**src/rtl/fb_scanout_if.sv**
```systemverilog
// fb_scanout_if: synchronous framebuffer read port.
//   read_addr : word address driven by the scanout engine (master)
//   read_data : 1-bit pixel returned by the framebuffer (slave) a fixed
//               number of cycles after read_addr changes
interface fb_scanout_if #(
    parameter int ADDR_WIDTH = 15
);
    logic [ADDR_WIDTH-1:0] read_addr;
    logic                  read_data;

    modport master (output read_addr, input  read_data);
    modport slave  (input  read_addr, output read_data);
endinterface

```
**src/rtl/fb_scanout.sv**
```systemverilog
// fb_scanout: read side of the 160x120 monochrome framebuffer.
// Generates 640x480@60 VGA timing and upscales every stored pixel 4x4.
//   clk_25      : 25 MHz pixel clock
//   reset_n     : asynchronous active-low reset, synchronous release
//   rd          : framebuffer read port (read_addr out, read_data in)
//   hsync/vsync : active-low sync outputs
//   de          : high during the visible 640x480 window
//   pixel_out   : pixel value, 0 outside the visible window
//   frame_start : one-cycle pulse with the output of pixel (0,0)
// All outputs are registered and appear RD_LATENCY+2 cycles after the
// counter position they describe.
module fb_scanout #(
    parameter int ADDR_WIDTH = 15,
    parameter int RD_LATENCY = 1
) (
    input  logic         clk_25,
    input  logic         reset_n,
    fb_scanout_if.master rd,
    output logic         hsync,
    output logic         vsync,
    output logic         de,
    output logic         pixel_out,
    output logic         frame_start
);
    localparam logic [9:0] H_VIS        = 10'd640;
    localparam logic [9:0] H_SYNC_START = 10'd656;
    localparam logic [9:0] H_SYNC_END   = 10'd752;
    localparam logic [9:0] H_LAST       = 10'd799;
    localparam logic [9:0] V_VIS        = 10'd480;
    localparam logic [9:0] V_SYNC_START = 10'd490;
    localparam logic [9:0] V_SYNC_END   = 10'd492;
    localparam logic [9:0] V_LAST       = 10'd524;

    if (RD_LATENCY < 1 || RD_LATENCY > 3) begin : g_bad_latency
        $error("fb_scanout: RD_LATENCY must be in 1..3");
    end

    logic [9:0]            r_h_cnt;
    logic [9:0]            r_v_cnt;
    logic                  w_vis;
    logic                  w_hsync;
    logic                  w_vsync;
    logic                  w_fs;
    logic [ADDR_WIDTH-1:0] w_y_ext;
    logic [ADDR_WIDTH-1:0] w_x_ext;
    logic [ADDR_WIDTH-1:0] w_addr;
    logic [ADDR_WIDTH-1:0] r_read_addr;
    logic [RD_LATENCY:0]   r_de_dly;
    logic [RD_LATENCY:0]   r_hs_dly;
    logic [RD_LATENCY:0]   r_vs_dly;
    logic [RD_LATENCY:0]   r_fs_dly;
    logic                  r_hsync;
    logic                  r_vsync;
    logic                  r_de;
    logic                  r_pixel;
    logic                  r_fs;

    // Raster position counters.
    always_ff @(posedge clk_25 or negedge reset_n) begin
        if (!reset_n) begin
            r_h_cnt <= '0;
            r_v_cnt <= '0;
        end else if (r_h_cnt == H_LAST) begin
            r_h_cnt <= '0;
            r_v_cnt <= (r_v_cnt == V_LAST) ? 10'd0 : r_v_cnt + 10'd1;
        end else begin
            r_h_cnt <= r_h_cnt + 10'd1;
        end
    end

    always_comb begin
        w_vis   = (r_h_cnt < H_VIS) && (r_v_cnt < V_VIS);
        w_hsync = !((r_h_cnt >= H_SYNC_START) && (r_h_cnt < H_SYNC_END));
        w_vsync = !((r_v_cnt >= V_SYNC_START) && (r_v_cnt < V_SYNC_END));
        w_fs    = (r_h_cnt == 10'd0) && (r_v_cnt == 10'd0);
        // Dropping the two LSBs of each counter gives the 4x4 upscale;
        // y*160 is built from two shifts, so no multiplier is needed.
        w_y_ext = ADDR_WIDTH'(r_v_cnt[9:2]);
        w_x_ext = ADDR_WIDTH'(r_h_cnt[9:2]);
        w_addr  = (w_y_ext << 7) + (w_y_ext << 5) + w_x_ext;
    end

    // Address is parked at 0 outside the visible window.
    always_ff @(posedge clk_25 or negedge reset_n) begin
        if (!reset_n) begin
            r_read_addr <= '0;
        end else begin
            r_read_addr <= w_vis ? w_addr : '0;
        end
    end

    // Timing signals wait 1+RD_LATENCY cycles so they line up with the
    // returned pixel; the output stage then registers everything together.
    always_ff @(posedge clk_25 or negedge reset_n) begin
        if (!reset_n) begin
            r_de_dly <= '0;
            r_hs_dly <= '1;
            r_vs_dly <= '1;
            r_fs_dly <= '0;
        end else begin
            r_de_dly <= {r_de_dly[RD_LATENCY-1:0], w_vis};
            r_hs_dly <= {r_hs_dly[RD_LATENCY-1:0], w_hsync};
            r_vs_dly <= {r_vs_dly[RD_LATENCY-1:0], w_vsync};
            r_fs_dly <= {r_fs_dly[RD_LATENCY-1:0], w_fs};
        end
    end

    always_ff @(posedge clk_25 or negedge reset_n) begin
        if (!reset_n) begin
            r_hsync <= 1'b1;
            r_vsync <= 1'b1;
            r_de    <= 1'b0;
            r_pixel <= 1'b0;
            r_fs    <= 1'b0;
        end else begin
            r_hsync <= r_hs_dly[RD_LATENCY];
            r_vsync <= r_vs_dly[RD_LATENCY];
            r_de    <= r_de_dly[RD_LATENCY];
            r_pixel <= r_de_dly[RD_LATENCY] & rd.read_data;
            r_fs    <= r_fs_dly[RD_LATENCY];
        end
    end

    assign rd.read_addr = r_read_addr;
    assign hsync        = r_hsync;
    assign vsync        = r_vsync;
    assign de           = r_de;
    assign pixel_out    = r_pixel;
    assign frame_start  = r_fs;
endmodule

```
**src/flat_wrapper.sv**
```systemverilog
// flat-port wrapper written by rule: the top's interface ports become plain ports
module fb_scanout_flat 
#(
    parameter int ADDR_WIDTH = 15,
    parameter int RD_LATENCY = 1
)
  (clk_25, reset_n, hsync, vsync, de, pixel_out, frame_start, rd_read_addr, rd_read_data);
  fb_scanout_if #(.ADDR_WIDTH(ADDR_WIDTH)) rd_i ();
  input  logic clk_25;
  input  logic reset_n;
  output logic hsync;
  output logic vsync;
  output logic de;
  output logic pixel_out;
  output logic frame_start;
  output wire logic [$bits(rd_i.read_addr)-1:0] rd_read_addr;
  input wire logic [$bits(rd_i.read_data)-1:0] rd_read_data;
  assign rd_read_addr = rd_i.read_addr;
  assign rd_i.read_data = rd_read_data;
  fb_scanout #(.ADDR_WIDTH(ADDR_WIDTH), .RD_LATENCY(RD_LATENCY)) u_core (.clk_25(clk_25), .reset_n(reset_n), .rd(rd_i), .hsync(hsync), .vsync(vsync), .de(de), .pixel_out(pixel_out), .frame_start(frame_start));
endmodule
```
**config.mk**
```make
export PLATFORM = sky130hd
export DESIGN_NAME = fb_scanout_flat
export DESIGN_NICKNAME = d
export VERILOG_FILES = /design/src/rtl/fb_scanout_if.sv /design/src/rtl/fb_scanout.sv /design/src/flat_wrapper.sv
export SDC_FILE = /design/constraint.sdc
export NUM_CORES = 1
export LEC_CHECK = 0
export CORE_MARGIN = 5
export CORE_UTILIZATION = 45
export CTS_BUF_LIST = sky130_fd_sc_hd__clkbuf_8
export CTS_CLUSTER_SIZE = 12
export DETAILED_ROUTE_END_ITERATION = 10
export GPL_TIMING_DRIVEN = 0
export MAX_ROUTING_LAYER = met4
export PLACE_DENSITY = 0.7
export SLEW_MARGIN = 20
export SYNTH_ARGS = -nofsm -noshare
export SYNTH_HDL_FRONTEND = slang
export SYNTH_SLANG_ARGS = --single-unit
```
**constraint.sdc**
```tcl
create_clock -name clk_25 -period 2.3 [get_ports clk_25]
set_input_delay 0.69 -clock clk_25 [delete_from_list [all_inputs] [get_ports clk_25]]
set_output_delay 0.69 -clock clk_25 [all_outputs]
set_load 0.05 [all_outputs]
```
-- Word level (Yosys, flattened, before mapping)
Index checks and enable logic that the tools add are counted.
- reductions and logical operators: 8
- mux-type cells: 3
- equal/unequal tests: 2
- magnitude comparators: 6
- bitwise operators: 1
- add/sub/neg operators: 4
- operators by type and width (operator ; count):
    $add 10x1->10 const B ; 2
    $eq 10x10->1 const B ; 2
    $logic_not 10->1 ; 2
    $lt 10x10->1 const B ; 2
    $lt 10x9->1 const B ; 2
    $mux 10 ; 2
    $add 15x13->15 ; 1
    $add 15x8->15 ; 1
    $mux 15 ; 1
    $ge 10x10->1 const B ; 1
    $ge 10x9->1 const B ; 1
    $logic_and 1x1->1 ; 4
    $logic_not 1->1 ; 2
    $and 1x1->1 ; 1
- input bits: 3
- output and inout port bits: 20
- word-level logic and storage cells: 36
- bits in registers: 48

-- Logic depth before layout (Yosys ltp)
Gate-level depths: netlist (run 1).
- word-level depth: 3
- gate-level depth with buffers: 9
- gate-level depth less buffers: 8

-- Worst setup path after synthesis (run 1)
No wires, ideal clock.
- kind: register to register
- start point: reg u_core.r_v_cnt[4]
- end point: reg u_core.r_read_addr[14] (netlist: u_core.rd.read_addr[14])
- path slack: 0.088 ns
- setup time: 0.124 ns
- period minus slack after synthesis: 2.212 ns
- arrival: 2.088 ns
- required time: 2.176 ns
- cell stages (with the launch flop): 10
- buffers on the path: 1
- path through: dfrtp_1 -> buf_2 -> inv_1 -> fa_1 -> inv_1 -> ha_1 -> nor2b_1 -> o31a_1 -> o31a_1 -> o31a_1
- cells in the longest elaborated chain, start to end: 3
- elaborated cells on any way between the ends: 5
- classes of those cells: 2 x add/sub; 1 x order compare; 1 x mux; 1 x reduce/logical
- ends and longest elaborated chain (element ; RTL line ; source):
    start: declaration ; fb_scanout.sv:39 ; logic [9:0] r_v_cnt;
    start signal: assignment ; fb_scanout.sv:65 ; r_v_cnt <= (r_v_cnt == V_LAST) ? 10'd0 : r_v_cnt + 10'd1;
    $add 15x13->15 / $lt 10x9->1 (equally long branches) ; fb_scanout.sv:80, fb_scanout.sv:72 ;
    $add 15x8->15 / $logic_and 1x1->1 (equally long branches) ; fb_scanout.sv:80, fb_scanout.sv:72 ;
    $mux 15 (*) ; fb_scanout.sv:88 ; r_read_addr <= w_vis ? w_addr : '0;
    end signal: assignment ; fb_scanout.sv:88 ;
    end: declaration ; fb_scanout.sv:47 ; logic [ADDR_WIDTH-1:0] r_read_addr;
Every way passes the cells marked *; elsewhere a longest branch is shown, timed or not.
A chain may end at the register's enable or synchronous reset.

-- Final worst setup path (run 1)
Ends and elaborated chain as after synthesis.

==> results of run 1 <==
## worst min path at each step
stage | startpoint | to | slack (ns)
detailed placement | u_core.r_hs_dly[0] | u_core.r_hs_dly[1] | 0.35
global route | u_core.r_hs_dly[0] | u_core.r_hs_dly[1] | 0.36
finish | reset_n | u_core.rd.read_addr[13] | 0.34
global placement | u_core.r_de_dly[0] | u_core.r_de_dly[1] | 0.33
floorplan | u_core.r_fs_dly[1] | u_core.frame_start | 0.33
CTS | reset_n | u_core.r_h_cnt[1] | 0.36
## worst max-delay path, delay by kind of cell, from the launching register on
kind / cells / cell delay [ns]
buffers and inverters: 2 / 0.15
AOI/OAI and AO/OA: 3 / 0.83
DFF: 1 / 0.37
adders and majority gates: 2 / 0.79
and+or+nand+nor: 1 / 0.05
## layout by cell type, fill, tap and decap left out, drive strengths merged, types with 4 or more instances in the layout
cell           instances
o21ai                 11
dfrtp                 42
dfstp                  6
buf                   21
nor2                  16
clkbuf                 5
and3                   8
nor2b                  5
nand4                  7
o21a                   4
xnor2                  9
nand3                 13
inv                   16
and2                   9
ha                    19
clkdlybuf4s50         19
## through the flow
stage	worst slack, ns	TNS, ns
after floorplan	0.0883	0
after global placement	-0.796	-35.23
after detailed placement	-0.0931	-0.145
after CTS	-0.0305	-0.0322
after global routing	-0.0812	-0.157
final	-0.00791	-0.00791
## area by class of cell
cell class / count / area share (%)
buffer: 5 / 1.92
clock buffer: 5 / 2.35
clock inverter: 3 / 1.58
inverter: 15 / 2.09
multi-input combinational: 138 / 36.2
sequential: 48 / 41.4
tap: 70 / 2.99
timing repair buffer: 37 / 11.5
## cell families after synthesis
logic type	Yosys count
and+or+nand+nor	74
DFF	48
AOI/OAI and AO/OA	29
adders and majority gates	21
buffers and inverters	20
xor gates and xnor gates	12
muxes	2
## Yosys cell counts
master                      number  share of area (%)
sky130_fd_sc_hd__buf_6           4                1.9
sky130_fd_sc_hd__nor4b_2         1               0.64
sky130_fd_sc_hd__o21bai_1        1               0.32
sky130_fd_sc_hd__dfstp_2         6                6.7
sky130_fd_sc_hd__a21oi_1         1               0.21
sky130_fd_sc_hd__nand3_1        13                2.8
sky130_fd_sc_hd__buf_2           1               0.21
sky130_fd_sc_hd__inv_6           1               0.37
sky130_fd_sc_hd__o31a_1          3                1.1
sky130_fd_sc_hd__or3_1           2               0.53
sky130_fd_sc_hd__nor3_1          2               0.42
sky130_fd_sc_hd__dfrtp_1        42                 45
sky130_fd_sc_hd__inv_1          14                2.2
sky130_fd_sc_hd__a21boi_0        1               0.32
sky130_fd_sc_hd__nor2b_1         5                1.3
sky130_fd_sc_hd__o31ai_1         1               0.32
sky130_fd_sc_hd__nor2_1         16                2.5
sky130_fd_sc_hd__a32o_1          1               0.42
sky130_fd_sc_hd__nand2_1         3               0.48
sky130_fd_sc_hd__xor2_1          3                1.1
sky130_fd_sc_hd__o21ai_1         5                1.1
sky130_fd_sc_hd__and3_1          8                2.1
sky130_fd_sc_hd__nor4b_4         1                1.0
sky130_fd_sc_hd__ha_1           19                 10
sky130_fd_sc_hd__and2_1          9                2.4
sky130_fd_sc_hd__fa_1            2                1.7
sky130_fd_sc_hd__o21ai_0         5                1.1
sky130_fd_sc_hd__mux2i_1         2               0.85
sky130_fd_sc_hd__o2111ai_1       2               0.74
sky130_fd_sc_hd__and4_4          1               0.48
sky130_fd_sc_hd__nor4b_1         1               0.37
sky130_fd_sc_hd__nand4_1         7                1.9
sky130_fd_sc_hd__xnor2_1         9                3.3
sky130_fd_sc_hd__a22o_1          2               0.74
sky130_fd_sc_hd__nor4_1          3               0.80
sky130_fd_sc_hd__nand2b_1        2               0.53
sky130_fd_sc_hd__a211oi_1        2               0.64
sky130_fd_sc_hd__o21ai_2         1               0.37
sky130_fd_sc_hd__o21a_1          4                1.3
## registers in the layout (all words and copies together) (netlist names)
register	flops
u_core.frame_start	1
u_core.r_fs_dly	2
u_core.r_vs_dly	2
u_core.de	1
u_core.vsync	1
u_core.hsync	1
u_core.r_de_dly	2
u_core.r_h_cnt	10
u_core.pixel_out	1
u_core.r_v_cnt	10
u_core.rd.read_addr	15
u_core.r_hs_dly	2
## where the power goes
part	switching, mW	internal, mW
Clock	0.293	0.328
Combinational	0.0201	0.00733
Sequential	0.000303	0.845
Total	0.314	1.18
## layer usage
metal  part of all wire (%)  vias to the layer above
met5                      0                        -
li1                       -                      812
met4                    2.0                        0
met1                     45                      829
met2                     49                       31
met3                    4.1                        9
## timing repair
| action | 4_1_cts | 5_1_grt |
|---|---|---|
| cloned | 0 | 0 |
| gates resized for setup | 6 | 11 |
| endpoints found under the setup margin | 5 | 4 |
| pin swaps | 0 | 4 |
| setup buffers | 0 | 14 |
==> impl_metrics.tcl, run 1 <==
set metrics [dict create \
    grt.busiest_layer "met2" \
    post_synth_mux_area_share_pct 0.850 \
    final_worst_path_setup_slack_ns -0.00791 \
    fmaxAchievable_ghz 0.433 \
    grt.overflow.total 0 \
    power.static_leakage_nw 1.38 \
    violated_checks "negative setup slack" \
    antenna_found_initial 0 \
    cts.sinks 48 \
    n_fill_cell 448 \
    pwr_cell_area_nw_per_um2 509 \
    crit_start "u_core.r_v_cnt[4]" \
    critPathLaunchType "flip-flop" \
    skew_ns 0.00547 \
    non_filler_instance_count_after_layout 321 \
    critical-path-top-cell-by-count "sky130_fd_sc_hd__o31a_1" \
    post-route-period-util_pct 100 \
    cts_hold_repair_buffers 0 \
    rsz0062_at_grt "true" \
    ir_drop_worst_vdd_v 0.000259 \
    wire_length_of_the_first_global_routing_pass_um 6880 \
    area_occupied_by_registers_um2 1210 \
    synth_seq_area_share_pct 51.3 \
    avgViaCountPerCell 5.24 \
    multi_input_area_um2 1060 \
    htree_levels 2 \
    placementRows 26 \
    number_of_global_route_vias_before_repair 1547 \
    synth.net_count 230 \
    synth.avg_cell_area_um2 11.4 \
    detail_route.drc_violations 0 \
    clockRootBuffer "sky130_fd_sc_hd__clkbuf_8" \
    clk_path_buf_depth 2 \
    hold_path.class "in2async" \
    post_synth_inst_count 206 \
    clock_latency_ns 0.30 \
    cap_violations 0 \
    drt_pre_antenna_iters 4 \
    number_of_top_level_pins 23 \
    worstSetupPathType "reg2reg" \
    initialDrtViolationCount 50 \
    synth_top_family_by_area "simple AND/OR/NAND/NOR gates" \
    dp.cells 299 \
    yosys_warnings 0 \
    drive_above_1_share_pct 20.7 \
    floorplan.die.height_um 82.4 \
    cp-endpoint "u_core.rd.read_addr[14]" \
    run_status "finished with violations" \
    worst-endpoint-required_ns 2.49 \
    crit_chain "buf_6 > inv_2 > fa_2 > fa_2 > nor2b_4 > o31a_1 > o31a_1 > o31a_1" \
    synth.lib_cells_used.distinct 39 \
    finalCoreUtilization_pct 57.4 \
    synthToLayoutAreaGrowth_pct 24.5 \
    antennaDiodeCount 0 \
    synth-compound-area-share_pct 8.60 \
    wire_per_inst_um 14.1 \
    final-max-slew-violation-count 0 \
    finalSetupViolations 1 \
    cts_tree "built" \
    start_util_pct 46.1 \
    regToRegEndpoint "u_core.rd.read_addr[14]" \
    worst-slew-pin-transition_ns 0.504 \
    critPathArrivalTime_ns 2.50 \
    place.gp.congestion 0.840 \
    setup.worst_path.end_class "flip-flop" \
    floorplan.die_area_um2 6780 \
    crit-reg2reg-launch "u_core.r_v_cnt[4]" \
    nets 274 \
    slowest_stage_cell_on_the_critical_path "sky130_fd_sc_hd__fa_2" \
    yosys.area_share.xor_xnor_pct 4.46 \
    cts_clk_pin_slew_worst_paths_ns 0.09 \
    yosys.area_share.adder_pct 11.8 \
    r2r.worst_path.cells 8 \
    cts_inserted_buffers 5 \
    cell_area_after_synthesis_um2 2360 \
    coreArea_um2 5110 \
    finished_layout_cell_area_um2 2930 \
    grtUsageMet3_pct 3.47 \
    yosys.area_share.simple_pct 18.3 \
    grt_start_max_net_pins 30 \
    fin_crit_ns 2.31 \
    critical_path.max_fanout 4 \
    drt-total-wl_um 4540 \
    global_route.usage.met2_pct 22.0 \
    timing.final.hold_violations 0 \
    power_mw 1.49 \
    slew_headroom_pct 66.3 \
    detail-route-antenna-nets 0 \
    setup.reg_to_reg.worst_slack_ns -0.008 \
    detailed_place.area_um2 2680 \
    grtUsageTotal_pct 13.7 \
    yosys_register_bits 48 \
    detailedPlacementHpwl_um 3090 \
    timing.critical_path.slowest_cell_delay_ns 0.55 \
    count_of_vias_placed_by_the_detailed_router 1681 \
    groute.layer.met1.usage_pct 16.7 \
    finalHoldWorstSlack_ns 0.340 \
    port-buffer-count 22 \
    dieWidth_um 82.4 \
]
Note: power is estimated with default switching activity, not from simulation.
==> run 2: changes to the inputs <==
--- a/config.mk
+++ b/config.mk
@@ -6,13 +6,13 @@
 export NUM_CORES = 1
 export LEC_CHECK = 0
 export CORE_MARGIN = 5
-export CORE_UTILIZATION = 45
+export CORE_UTILIZATION = 39
 export CTS_BUF_LIST = sky130_fd_sc_hd__clkbuf_8
 export CTS_CLUSTER_SIZE = 12
 export DETAILED_ROUTE_END_ITERATION = 10
 export GPL_TIMING_DRIVEN = 0
 export MAX_ROUTING_LAYER = met4
-export PLACE_DENSITY = 0.7
+export PLACE_DENSITY = 0.62
 export SLEW_MARGIN = 20
 export SYNTH_ARGS = -nofsm -noshare
 export SYNTH_HDL_FRONTEND = slang
==> run 2 against run 1 <==
Compared with the run above: the run now ends clean; total power grew 0.31%; clock skew grew 0.0055 ns; final cell count is the same; non-clock buffer count shrank 5; first-iteration DRC count grew 56%; hold slack lost 0.014 ns; fmax grew 1.3%; die area grew 13%; setup slack gained 0.029 ns; sequential cell count is the same; critical path type unchanged; largest cell class unchanged.
==> impl_metrics.tcl, run 2 (synthesis results as in run 1) <==
set metrics [dict create \
    floorplan.die_area_um2 7700 \
    avgViaCountPerCell 4.98 \
    power_mw 1.50 \
    regToRegEndpoint "u_core.rd.read_addr[14]" \
    finalSetupViolations 0 \
    non_filler_instance_count_after_layout 321 \
    synthToLayoutAreaGrowth_pct 23.5 \
    grtUsageTotal_pct 12.6 \
    worst-slew-pin-transition_ns 0.498 \
    htree_levels 2 \
    detailedPlacementHpwl_um 3040 \
    start_util_pct 40.0 \
    number_of_global_route_vias_before_repair 1581 \
    grtUsageMet3_pct 2.82 \
    place.gp.congestion 0.763 \
    floorplan.die.height_um 87.7 \
    crit-reg2reg-launch "u_core.r_v_cnt[4]" \
    crit_chain "buf_6 > inv_2 > fa_2 > fa_2 > nor2b_4 > o31a_1 > o31a_1 > o31a_1" \
    detail_route.drc_violations 0 \
    initialDrtViolationCount 78 \
    cts.sinks 48 \
    pwr_cell_area_nw_per_um2 515 \
    grt_start_max_net_pins 31 \
    groute.layer.met1.usage_pct 14.9 \
    clock_latency_ns 0.31 \
    placementRows 28 \
    cap_violations 0 \
    layout.cells.most_common "sky130_fd_sc_hd__dfrtp_1" \
    wire_per_inst_um 13.5 \
    largest_reg_flops 15 \
    detailed_place.area_um2 2690 \
    slowest_stage_cell_on_the_critical_path "sky130_fd_sc_hd__fa_2" \
    antenna_found_initial 0 \
    antennaDiodeCount 0 \
    grt.busiest_layer "met2" \
    setup.worst_path.end_class "flip-flop" \
    count_of_vias_placed_by_the_detailed_router 1600 \
    path_buf_inv 2 \
    critPathArrivalTime_ns 2.48 \
    fin_crit_ns 2.28 \
    hold_path.class "in2async" \
    nets 269 \
    final-max-slew-violation-count 0 \
    drt_pre_antenna_iters 4 \
    setup.reg_to_reg.worst_slack_ns 0.02 \
    crit_start "u_core.r_v_cnt[4]" \
    drive_above_1_share_pct 19.5 \
    critical-path-top-delay-family "compound AO/OA/AOI/OAI gates" \
    critPathLaunchType "flip-flop" \
    drt-total-wl_um 4320 \
    cts_hold_repair_buffers 0 \
    post-route-period-util_pct 99.1 \
    grt.overflow.total 0 \
    port-buffer-count 22 \
    dieWidth_um 87.7 \
    slew_headroom_pct 66.7 \
    detail-route-antenna-nets 0 \
    dp.cells 304 \
    clockRootBuffer "sky130_fd_sc_hd__clkbuf_8" \
    wire_length_of_the_first_global_routing_pass_um 7230 \
    power.static_leakage_nw 1.35 \
    run_status "finished clean" \
    worst-endpoint-required_ns 2.50 \
    ir_drop_worst_vdd_v 0.000256 \
    coreArea_um2 5890 \
    worstSetupPathType "reg2reg" \
    finished_layout_cell_area_um2 2910 \
    cts_tree "built" \
    most-common-layout-cells "sky130_fd_sc_hd__dfrtp_1 (38), sky130_fd_sc_hd__clkdlybuf4s50_1 (19), sky130_fd_sc_hd__ha_1 (17)" \
    critical_path.max_fanout 4 \
    timing.critical_path.slowest_cell_delay_ns 0.53 \
    cts_clk_pin_slew_worst_paths_ns 0.10 \
    skew_ns 0.0109 \
    fmaxAchievable_ghz 0.439 \
    critical-path-top-cell-by-count "sky130_fd_sc_hd__o31a_1" \
    rsz0062_at_grt "true" \
    global_route.usage.met2_pct 20.4 \
    number_of_top_level_pins 23 \
    r2r.worst_path.cells 8 \
    timing.final.hold_violations 0 \
    cts_inserted_buffers 5 \
    clk_path_buf_depth 2 \
]
[run 2: worst max path at each step]
stage / slack, ns / cells past startpoint / to
detailed placement: -0.10 / 8 / u_core.rd.read_addr[14]
floorplan: 0.09 / 9 / u_core.rd.read_addr[14]
global route: -0.07 / 8 / u_core.rd.read_addr[14]
global placement: -0.82 / 1 / u_core.de
CTS: -0.02 / 9 / u_core.rd.read_addr[14]
finish: 0.02 / 8 / u_core.rd.read_addr[14]
[run 2: metal layers]
metal  share of wire, %  up-vias  wire length (um)
li1                   -      795                 -
met1                 46      776              1990
met2                 48       25              2090
met3                3.9        4               167
met4                1.8        0                79
met5                  0        -                 0
[run 2: final cells by class]
type | instances | area [um^2]
fill | 526 | 2980
clock inverter | 3 | 47.5
inverter | 15 | 61.3
tap | 75 | 93.8
timing repair buffer | 32 | 300
multi-input combinational | 138 | 1070
sequential | 48 | 1210
clock buffer | 5 | 68.8
buffer | 5 | 56.3
[run 2: report_power, final]
| group | total [mW] | switching [mW] | internal, mW |
|---|---|---|---|
| clock network | 0.625 | 0.297 | 0.328 |
| logic | 0.0279 | 0.0205 | 0.00734 |
| registers | 0.845 | 0.000229 | 0.845 |
[run 2: through the flow]
stage | setup TNS (ns) | hold WS, ns | utilization (%) | setup slack, ns
floorplan | 0 | 0.331 | - | 0.0883
global placement | -36.57 | 0.333 | 45.4 | -0.823
CTS | -0.0289 | 0.341 | 47.9 | -0.0167
global route | -0.114 | 0.363 | 49.4 | -0.0699
finish | 0 | 0.326 | 49.4 | 0.0213
detailed placement | -0.262 | 0.335 | 45.6 | -0.103
[run 2: worst register-to-register path: stages (launching register included)]
cell	delay, ns
sky130_fd_sc_hd__dfrtp_1	0.37
sky130_fd_sc_hd__buf_6	0.12
sky130_fd_sc_hd__inv_2	0.03
sky130_fd_sc_hd__fa_2	0.53
sky130_fd_sc_hd__fa_2	0.23
sky130_fd_sc_hd__nor2b_4	0.05
sky130_fd_sc_hd__o31a_1	0.30
sky130_fd_sc_hd__o31a_1	0.31
sky130_fd_sc_hd__o31a_1	0.24
[run 2: what timing repair did]
item / CTS / global route
resized for setup: 6 / 13
pin swaps: 0 / 6
buffers inserted: 1 / 8
setup endpoints to repair: 6 / 3
